**config.mk**
```make
export PLATFORM = sky130hd
export DESIGN_NAME = noc_inject_arbiter_flat
export DESIGN_NICKNAME = d
export VERILOG_FILES = /design/src/rtl/noc_pkg.sv /design/src/rtl/noc_inject_arbiter_if.sv /design/src/rtl/noc_inject_arbiter_rr_picker.sv /design/src/rtl/noc_inject_arbiter.sv /design/src/flat_wrapper.sv
export SDC_FILE = /design/constraint.sdc
export NUM_CORES = 1
export LEC_CHECK = 0
export CORE_AREA = 5 5 512 514
export CTS_CLUSTER_SIZE = 40
export DETAILED_ROUTE_END_ITERATION = 8
export DIE_AREA = 0 0 517 519
export GPL_TIMING_DRIVEN = 1
export PLACE_DENSITY = 0.3
export SETUP_SLACK_MARGIN = 0.4
export SLEW_MARGIN = 15
export SYNTH_ARGS = -nofsm -noshare
export SYNTH_HDL_FRONTEND = slang
export SYNTH_SLANG_ARGS = --single-unit
```
**constraint.sdc**
```tcl
create_clock -name clk -period 2.4 [get_ports clk]
set_input_delay 0.48 -clock clk [delete_from_list [all_inputs] [get_ports clk]]
set_output_delay 0.48 -clock clk [all_outputs]
set_load 0.1 [all_outputs]
```
**src/rtl/noc_pkg.sv**
```systemverilog
// Shared definitions for the NoC injection arbiter.
//   credit_width(depth) : width of a credit counter that holds 0..depth
//   arb_state_e         : arbiter state (free to pick / locked to one packet)
package noc_pkg;

    typedef enum logic [0:0] {
        ARB_IDLE   = 1'b0,
        ARB_LOCKED = 1'b1
    } arb_state_e;

    function automatic int credit_width(input int depth);
        return $clog2(depth) + 1;
    endfunction

endpackage

```
**src/rtl/noc_inject_arbiter_if.sv**
```systemverilog
// Bundle between the local traffic sources, the injection arbiter and the
// router input port.
//   slave  : arbiter side (takes source flits and credits, drives router)
//   master : environment side (sources + router)
// Signals:
//   src_data/src_dest/src_is_tail/src_valid : per-source flit offer
//   src_ready                               : per-source accept
//   data_out/dest_out/is_tail_out/send_out  : registered flit to router
//   credit_in                               : returned router buffer slot
//   credit_overflow                         : sticky credit overflow flag
interface noc_inject_arbiter_if #(
    parameter int NUM_SOURCES = 4,
    parameter int FLIT_WIDTH  = 256,
    parameter int DEST_WIDTH  = 3
);
    logic [NUM_SOURCES-1:0][FLIT_WIDTH-1:0] src_data;
    logic [NUM_SOURCES-1:0][DEST_WIDTH-1:0] src_dest;
    logic [NUM_SOURCES-1:0]                 src_is_tail;
    logic [NUM_SOURCES-1:0]                 src_valid;
    logic [NUM_SOURCES-1:0]                 src_ready;
    logic [FLIT_WIDTH-1:0]                  data_out;
    logic [DEST_WIDTH-1:0]                  dest_out;
    logic                                   is_tail_out;
    logic                                   send_out;
    logic                                   credit_in;
    logic                                   credit_overflow;

    modport slave (
        input  src_data, src_dest, src_is_tail, src_valid, credit_in,
        output src_ready, data_out, dest_out, is_tail_out, send_out,
               credit_overflow
    );

    modport master (
        output src_data, src_dest, src_is_tail, src_valid, credit_in,
        input  src_ready, data_out, dest_out, is_tail_out, send_out,
               credit_overflow
    );
endinterface

```
**src/rtl/noc_inject_arbiter_rr_picker.sv**
```systemverilog
// Combinational round-robin picker.
//   req     : request vector
//   ptr     : highest-priority index for this pick
//   gnt     : one-hot grant (all zero when no request)
//   gnt_idx : binary index of the granted request
// The request vector is doubled so a single lowest-set-bit search starting
// at ptr naturally wraps past N-1 back to 0.
module rr_picker #(
    parameter int N = 4,
    localparam int IW = (N > 1) ? $clog2(N) : 1
) (
    input  logic [N-1:0]  req,
    input  logic [IW-1:0] ptr,
    output logic [N-1:0]  gnt,
    output logic [IW-1:0] gnt_idx
);
    logic [N-1:0]   mask_lo;
    logic [2*N-1:0] masked;
    logic           gnt_valid;

    // Lower copy keeps only positions at or above ptr; upper copy is the wrap.
    for (genvar gi = 0; gi < N; gi++) begin : g_mask
        assign mask_lo[gi] = (ptr <= IW'(gi));
    end

    assign masked = {req, req & mask_lo};

    // Scan downward so the last hit, i.e. the lowest set bit, wins.
    always_comb begin
        gnt_idx   = '0;
        gnt_valid = 1'b0;
        for (int i = 2 * N - 1; i >= 0; i--) begin
            if (masked[i]) begin
                gnt_valid = 1'b1;
                gnt_idx   = IW'(i % N);
            end
        end
    end

    for (genvar gi = 0; gi < N; gi++) begin : g_gnt
        assign gnt[gi] = gnt_valid && (gnt_idx == IW'(gi));
    end
endmodule

```
**src/rtl/noc_inject_arbiter.sv**
```systemverilog
// Packet-level (wormhole) injection arbiter sharing one router input port
// among NUM_SOURCES local sources, with downstream credit tracking.
//   clk   : clock, all logic on posedge
//   rst_n : synchronous active-low reset
//   bus   : source offers/accepts, registered router send stage, credits
// Once a non-tail flit is accepted, the arbiter stays locked to that source
// until its tail flit is accepted, so packets never interleave.
module noc_inject_arbiter
    import noc_pkg::*;
#(
    parameter int NUM_SOURCES       = 4,
    parameter int FLIT_WIDTH        = 256,
    parameter int DEST_WIDTH        = 3,
    parameter int FLIT_BUFFER_DEPTH = 2
) (
    input  logic                 clk,
    input  logic                 rst_n,
    noc_inject_arbiter_if.slave  bus
);
    localparam int              IW      = $clog2(NUM_SOURCES);
    localparam int              CW      = credit_width(FLIT_BUFFER_DEPTH);
    localparam logic [CW-1:0]   CNT_MAX = CW'(FLIT_BUFFER_DEPTH);

    arb_state_e              state_reg, state_next;
    logic [IW-1:0]           rr_ptr_reg, owner_reg;
    logic [CW-1:0]           cnt_reg;
    logic [FLIT_WIDTH-1:0]   data_out_reg;
    logic [DEST_WIDTH-1:0]   dest_out_reg;
    logic                    is_tail_out_reg, send_out_reg, overflow_reg;

    logic [NUM_SOURCES-1:0]  pick_gnt, ready;
    logic [IW-1:0]           pick_idx, acc_idx, acc_idx_inc;
    logic                    has_credit, accept, acc_tail;

    rr_picker #(.N(NUM_SOURCES)) u_picker (
        .req     (bus.src_valid),
        .ptr     (rr_ptr_reg),
        .gnt     (pick_gnt),
        .gnt_idx (pick_idx)
    );

    // Ready looks only at the registered credit count; a credit arriving this
    // cycle becomes usable next cycle.
    assign has_credit  = (cnt_reg != '0);
    assign acc_idx     = (state_reg == ARB_IDLE) ? pick_idx : owner_reg;
    assign accept      = |(bus.src_valid & ready);
    assign acc_tail    = bus.src_is_tail[acc_idx];
    assign acc_idx_inc = (acc_idx == IW'(NUM_SOURCES - 1)) ? '0 : acc_idx + IW'(1);

    // State register
    always_ff @(posedge clk) begin
        if (!rst_n) state_reg <= ARB_IDLE;
        else        state_reg <= state_next;
    end

    // Next-state logic
    always_comb begin
        state_next = state_reg;
        case (state_reg)
            ARB_IDLE:   if (accept && !acc_tail) state_next = ARB_LOCKED;
            ARB_LOCKED: if (accept && acc_tail)  state_next = ARB_IDLE;
            default:    state_next = ARB_IDLE;
        endcase
    end

    // Output logic: in LOCKED the owner is ready even while it is not valid,
    // which keeps every other source blocked during owner bubbles.
    always_comb begin
        ready = '0;
        if (rst_n && has_credit) begin
            if (state_reg == ARB_IDLE) ready = pick_gnt;
            else                       ready[owner_reg] = 1'b1;
        end
    end

    // Round-robin pointer and packet owner
    always_ff @(posedge clk) begin
        if (!rst_n) begin
            rr_ptr_reg <= '0;
            owner_reg  <= '0;
        end else if (accept) begin
            if (acc_tail)                      rr_ptr_reg <= acc_idx_inc;
            else if (state_reg == ARB_IDLE)    owner_reg  <= acc_idx;
        end
    end

    // Credit counter: one slot per sent flit, one back per credit_in.
    // A credit with the counter already full is a protocol error; the count
    // saturates and the sticky flag records it.
    always_ff @(posedge clk) begin
        if (!rst_n) begin
            cnt_reg      <= CNT_MAX;
            overflow_reg <= 1'b0;
        end else begin
            case ({accept, bus.credit_in})
                2'b10:   cnt_reg <= cnt_reg - CW'(1);
                2'b01: begin
                    if (cnt_reg == CNT_MAX) overflow_reg <= 1'b1;
                    else                    cnt_reg      <= cnt_reg + CW'(1);
                end
                default: ;
            endcase
        end
    end

    // Registered send stage; payload registers hold when nothing is sent.
    always_ff @(posedge clk) begin
        if (!rst_n) begin
            send_out_reg    <= 1'b0;
            data_out_reg    <= '0;
            dest_out_reg    <= '0;
            is_tail_out_reg <= 1'b0;
        end else begin
            send_out_reg <= accept;
            if (accept) begin
                data_out_reg    <= bus.src_data[acc_idx];
                dest_out_reg    <= bus.src_dest[acc_idx];
                is_tail_out_reg <= acc_tail;
            end
        end
    end

    assign bus.src_ready       = ready;
    assign bus.send_out        = send_out_reg;
    assign bus.data_out        = data_out_reg;
    assign bus.dest_out        = dest_out_reg;
    assign bus.is_tail_out     = is_tail_out_reg;
    assign bus.credit_overflow = overflow_reg;
endmodule

```
**src/flat_wrapper.sv**
```systemverilog
// flat-port wrapper written by rule: the top's interface ports become plain ports
module noc_inject_arbiter_flat import noc_pkg::*;
#(
    parameter int NUM_SOURCES       = 4,
    parameter int FLIT_WIDTH        = 256,
    parameter int DEST_WIDTH        = 3,
    parameter int FLIT_BUFFER_DEPTH = 2
)
  (clk, rst_n, bus_src_data, bus_src_dest, bus_src_is_tail, bus_src_valid, bus_credit_in, bus_src_ready, bus_data_out, bus_dest_out, bus_is_tail_out, bus_send_out, bus_credit_overflow);
  noc_inject_arbiter_if #(.NUM_SOURCES(NUM_SOURCES), .FLIT_WIDTH(FLIT_WIDTH), .DEST_WIDTH(DEST_WIDTH)) bus_i ();
  input  logic clk;
  input  logic rst_n;
  input wire logic [$bits(bus_i.src_data)-1:0] bus_src_data;
  input wire logic [$bits(bus_i.src_dest)-1:0] bus_src_dest;
  input wire logic [$bits(bus_i.src_is_tail)-1:0] bus_src_is_tail;
  input wire logic [$bits(bus_i.src_valid)-1:0] bus_src_valid;
  input wire logic [$bits(bus_i.credit_in)-1:0] bus_credit_in;
  output wire logic [$bits(bus_i.src_ready)-1:0] bus_src_ready;
  output wire logic [$bits(bus_i.data_out)-1:0] bus_data_out;
  output wire logic [$bits(bus_i.dest_out)-1:0] bus_dest_out;
  output wire logic [$bits(bus_i.is_tail_out)-1:0] bus_is_tail_out;
  output wire logic [$bits(bus_i.send_out)-1:0] bus_send_out;
  output wire logic [$bits(bus_i.credit_overflow)-1:0] bus_credit_overflow;
  assign bus_i.src_data = bus_src_data;
  assign bus_i.src_dest = bus_src_dest;
  assign bus_i.src_is_tail = bus_src_is_tail;
  assign bus_i.src_valid = bus_src_valid;
  assign bus_i.credit_in = bus_credit_in;
  assign bus_src_ready = bus_i.src_ready;
  assign bus_data_out = bus_i.data_out;
  assign bus_dest_out = bus_i.dest_out;
  assign bus_is_tail_out = bus_i.is_tail_out;
  assign bus_send_out = bus_i.send_out;
  assign bus_credit_overflow = bus_i.credit_overflow;
  noc_inject_arbiter #(.NUM_SOURCES(NUM_SOURCES), .FLIT_WIDTH(FLIT_WIDTH), .DEST_WIDTH(DEST_WIDTH), .FLIT_BUFFER_DEPTH(FLIT_BUFFER_DEPTH)) u_core (.clk(clk), .rst_n(rst_n), .bus(bus_i));
endmodule
```
# Word-level counts from Yosys, hierarchy flattened
# Index checks and enable logic that the tools add are counted.
[word_totals]
ff_bits = 269
input_bits = 1047
output_inout_bits = 266
elab_cells = 81
[classes]
addsub = 3
magnitude_cmp = 7
eq_ne = 8
n_mux = 33
n_bitwise = 4
n_reduce_logical = 17
[op_table]
columns = ["operator", "count"]
rows = [
  ["$bmux 256 s2", 1],
  ["$mux 256", 1],
  ["$mux 2", 11],
  ["$mux 1", 12],
  ["$eq 2x2->1 const B", 5],
  ["$and 4x4->4", 2],
  ["$logic_and 1x1->1", 8],
  ["$mux 4", 2],
  ["$bmux 3 s2", 1],
  ["$lt 2x3->1 const B", 2],
  ["$reduce_and 2->1", 3],
  ["$add 2x1->2 const B", 2],
  ["$eq 2x1->1 const B", 2],
  ["$le 2x1->1 const B", 2],
  ["$le 2x2->1 const B", 2],
  ["$pmux 2 s2", 1],
  ["$reduce_bool 2->1", 2],
  ["$reduce_or 4->1", 1],
  ["$mux 3", 1],
  ["$reduce_and 3->1", 1],
  ["$bmux 1 s2", 1],
  ["$demux 1 s2", 1],
  ["$ge 2x1->1 const B", 1],
  ["$logic_not 2->1", 1],
  ["5 further kinds", 6],
]

# Depth between registers and ports, before layout
[depth]
depth_word = 17
mapped_depth = 11
mapped_depth_nobuf = 8

# Hierarchy
# A second synthesis with hierarchy kept.
[unflattened]
cells_unflattened = 1543
area_unflattened_um2 = 15713.8
[modules_own_cells]
columns = ["mod", "n_inst", "cells_each", "area_per_inst_um2", "seq_area_each_um2"]
rows = [
  ["noc_inject_arbiter", 1, 1512, 15516.1, 5385.2],
  ["rr_picker", 1, 31, 197.7, 0.0],
]

# Worst setup path before layout
# OpenSTA, ideal clock, no wires.
[synth_path]
path_kind = "input -> output"
start = "input bus_src_valid[0]"
end = "output bus_src_ready[2]"
arrival_time_ps = 2453
required_time_ps = 1920
slack_ps = -533
path_stages = 5
path_buffers = 0
path_cell_list = "a21o_1 > a21oi_1 > o22ai_1 > o32a_1 > nor2_1"
[synth_via]
elab_chain_len = 9
word_cells_on_any_way = 15
classes_between = "eq/ne (1); mux (12); bitwise (1); reduce/logical (1)"
[synth_rtl]
columns = ["element", "line_no", "rtl"]
rows = [
  ["from (decl)", "flat_wrapper.sv:16", "input wire logic [$bits(bus_i.src_valid)-1:0] bus_src_valid;"],
  ["$mux 2 (5 in a row)", "noc_inject_arbiter_rr_picker.sv:33", "if (masked[i]) begin"],
  ["$eq 2x2->1", "noc_inject_arbiter_rr_picker.sv:41", "assign gnt[gi] = gnt_valid && (gnt_idx == IW'(gi));"],
  ["$logic_and 1x1->1 (*)", "noc_inject_arbiter_rr_picker.sv:41", ""],
  ["$mux 4 (*)", "noc_inject_arbiter.sv:71", "if (state_reg == ARB_IDLE) ready = pick_gnt;"],
  ["$mux 4 (*)", "noc_inject_arbiter.sv:70", "if (rst_n && has_credit) begin"],
  ["to (decl)", "flat_wrapper.sv:18", "output wire logic [$bits(bus_i.src_ready)-1:0] bus_src_ready;"],
]
# Mark *: on every way between the ends. The rest lies on a longest branch, timed or not.

# Worst setup path in the final report
[layout_path]
start = "register u_core.rr_ptr_reg[0]"
end = "output bus_src_ready[2]"
[layout_via]
elab_chain_len = 10
word_cells_on_any_way = 17
classes_between = "order compare (4); eq/ne (1); mux (10); bitwise (1); reduce/logical (1)"
[layout_rtl]
columns = ["element", "line_no", "rtl"]
rows = [
  ["from (decl)", "noc_inject_arbiter.sv:25", "logic [IW-1:0] rr_ptr_reg, owner_reg;"],
  ["from (signal assigned)", "noc_inject_arbiter.sv:82", "if (acc_tail) rr_ptr_reg <= acc_idx_inc;"],
  ["$le 2x2->1", "noc_inject_arbiter_rr_picker.sv:23", "assign mask_lo[gi] = (ptr <= IW'(gi));"],
  ["$and 4x4->4 (*)", "noc_inject_arbiter_rr_picker.sv:26", "assign masked = {req, req & mask_lo};"],
  ["$mux 2 (4 in a row)", "noc_inject_arbiter_rr_picker.sv:33", ""],
  ["$eq 2x2->1", "noc_inject_arbiter_rr_picker.sv:41", ""],
  ["$logic_and 1x1->1 (*)", "noc_inject_arbiter_rr_picker.sv:41", ""],
  ["$mux 4 (*)", "noc_inject_arbiter.sv:71", ""],
  ["$mux 4 (*)", "noc_inject_arbiter.sv:70", ""],
]
# Marked as above.

==> impl_metrics.ini <==
[cts]
cts_sinks = 269
clkLatencyLatePin_ps = 630
hold_buffers = 0
cts_tree = yes
cts-root-buf = clkbuf_16
clock_path_buffers = 3
clk_pin_slew_ps = 50
h-tree-depth = 2
cts_buffers = 44

[timing]
rsz0062_at_grt = true
finalCritPeriodShare = 1.13
slew-limit-headroom = 0.682
slew_violations = 0
fin_worst_skew_ps = 23.1
finalHoldViolCount = 0
fin_hold_ws_ps = 448
fmax_mhz = 368
fin_ws_ps = -316
post-route-min-period_ps = 2720
worstMarginPinSlew_ps = 476
setup_viol = 215

[global_route]
grt_pass1_vias = 28700
track_usage = 0.151
antenna_found_initial = 145
overflow = 0
grt_pass1_wl_mm = 275
grt_max_degree = 53

[place]
hpwl_mm = 177
pre_cts_slack_ps = -1090
gp_congestion = 0.881
portBuffers = 1312

[floorplan]
start_util = 0.0667
die_width_um = 517
ios = 1313
rows = 186
dieArea_mm2 = 0.268
die_height_um = 519
coreArea_mm2 = 0.256

[worst_setup_path]
crit_fanout = 4
path_buf_inv = 2
worstSetupPathType = flip-flop to output port
cp_slowest_stage_delay_ps = 370
cp_slowest_cell = o32a_1
cp_cell_sequence = nor2b_4 -> o21ai_4 -> buf_6 -> o211a_4 -> o32a_1 -> nor2_4 -> buf_12
crit_family = compound AO/OA/AOI/OAI gates
critPathCaptureType = output port
worstPathArrival_ps = 2240
worstPathRequired_ps = 1920
worst_setup_path_start_kind = flip-flop

[logic_synthesis]
async_flop_share = 0
syn_nets = 3995
ys_warn_count = 0
synth_top_area_share = 0.315
synthTopCellsByArea = dfxtp_1, nand2_1, nand3_1, a21oi_1, buf_2
synth_edf_count = 0
ys_ff_latch = 269
yosysMostFrequentCell = nand2_1
postSynthAreaPerCell_um2 = 5.80
yosysTopAreaCell = dfxtp_1
netlist_area_mm2 = 0.0171
syn_inst = 2947
ys_seq_area_frac = 0.315
synth_ff_type = dfxtp_1
yosysUniqueCellTypes = 41
synth_common_cells = nand2_1, nand3_1, dfxtp_1

[drt]
remaining_drc_errors = 0
routed_wl_mm = 222
wire_per_inst_um = 27.9
viasPerCell = 3.55
drt_iter0_drc = 1730
antenna_left = 0
vias = 28300
firstDrtPassIters = 6

[status]
violations = negative setup slack
status = finished, violations left

[finish]
area_growth_pct = 166
nNetsFinal = 5563
regArea_mm2 = 0.00539
multi_input_area_mm2 = 0.0144
largest_reg_flops = 256
fill_cells = 29100
final_core_util = 0.177
drive_above_1_share = 0.334

[job]
cap_violations = 0

[pwr]
powerDensity_mw_per_mm2 = 1350
vdd_ir_drop_max_v = 0.000481
p_leak_uw = 0.0180

[worst_hold_path]
min_path_type = flip-flop to flip-flop
==> cells in the final DEF (no fill, tap or decap), types with 19 or more instances in the layout <==
master and instances:
clkdlybuf4s50_1 1042, clkbuf_16 83, nand3_4 56, a21oi_1 184, nand2_2 127, nand2_1 1081, dfxtp_1 267, buf_8 19
buf_6 65, buf_16 52, buf_12 120, buf_4 439, nand3_1 405, a21oi_2 80, diode_2 29, nand3_2 318
nand2_4 89
==> worst register-to-register path: cells and delay by family (launching register included) <==
family | cells | cell delay [ps]
buffers and inverters | 9 | 1220
AND/OR/NAND/NOR | 4 | 530
flip-flops | 1 | 360
AO/OA/AOI/OAI | 3 | 320
==> metal layers <==
metal | GRT usage | routed length (um) | share of wire | vias to the layer above
met5 | 0 | 664 | 0.0030 | -
met1 | 0.178 | 90200 | 0.41 | 13600
met2 | 0.257 | 107000 | 0.48 | 1282
met4 | 0.0375 | 4960 | 0.022 | 102
li1 | - | - | - | 13000
met3 | 0.0558 | 19900 | 0.089 | 322
==> final timing paths <==
kind / from / end / slack, ps / cells after the start
max: u_core.rr_ptr_reg[0] / bus_src_ready[2] / -320 / 7
min: u_core.bus.data_out[180] / u_core.bus.data_out[180] / 450 / 2
max reg2reg: u_core.rr_ptr_reg[0] / u_core.bus.data_out[67] / -130 / 16
min reg2reg: u_core.bus.data_out[180] / u_core.bus.data_out[180] / 450 / 2
==> through the flow <==
step	instance area [um^2]	power, uW	std cells	setup TNS [ps]
detailed placement	36100	43800	7677	-210410
floorplan	17200	28600	2947	0
global placement	36100	43800	7677	-209090
CTS	41100	56700	7841	-1210
finish	45500	61400	7959	-10740
global route	45400	64200	7945	-32850
==> layout make-up <==
type	count	share of cell area
timing repair buffer	1780	0.431
clock buffer	65	0.0297
antenna	29	0.00160
multi-input combinational	2408	0.318
sequential	269	0.119
timing repair inverter	2	0.00132
tap	3384	0.0931
clock inverter	12	0.00438
inverter	10	0.00250
==> cells by family (layout without fill, tap and decap cells) <==
| family | Yosys count | after routing | synth area share |
|---|---|---|---|
| and+or+nand+nor | 2109 | 2109 | 0.522 |
| DFF | 269 | 269 | 0.315 |
| adders and majority gates | 1 | 1 | 0.000732 |
| other | 0 | 29 | 0 |
| buffers and inverters | 270 | 1869 | 0.0680 |
| muxes | 8 | 8 | 0.00483 |
| xor gates and xnor gates | 1 | 1 | 0.000512 |
| AOI/OAI and AO/OA | 289 | 289 | 0.0886 |
==> where the power goes <==
group	internal (uW)	total, uW	switching (uW)	leakage (uW)
clock network	4400	7250	2850	0.000765
logic	16300	46700	30400	0.0150
registers	6190	7380	1180	0.00221
total	26900	61400	34500	0.0180
==> repair_timing <==
item | in CTS | in global routing
resized for setup | 455 | 636
setup endpoints to repair | 276 | 273
setup buffers | 52 | 44
gates cloned | 35 | 45
pin swaps | 125 | 200
(Power assumes the default switching activity.)
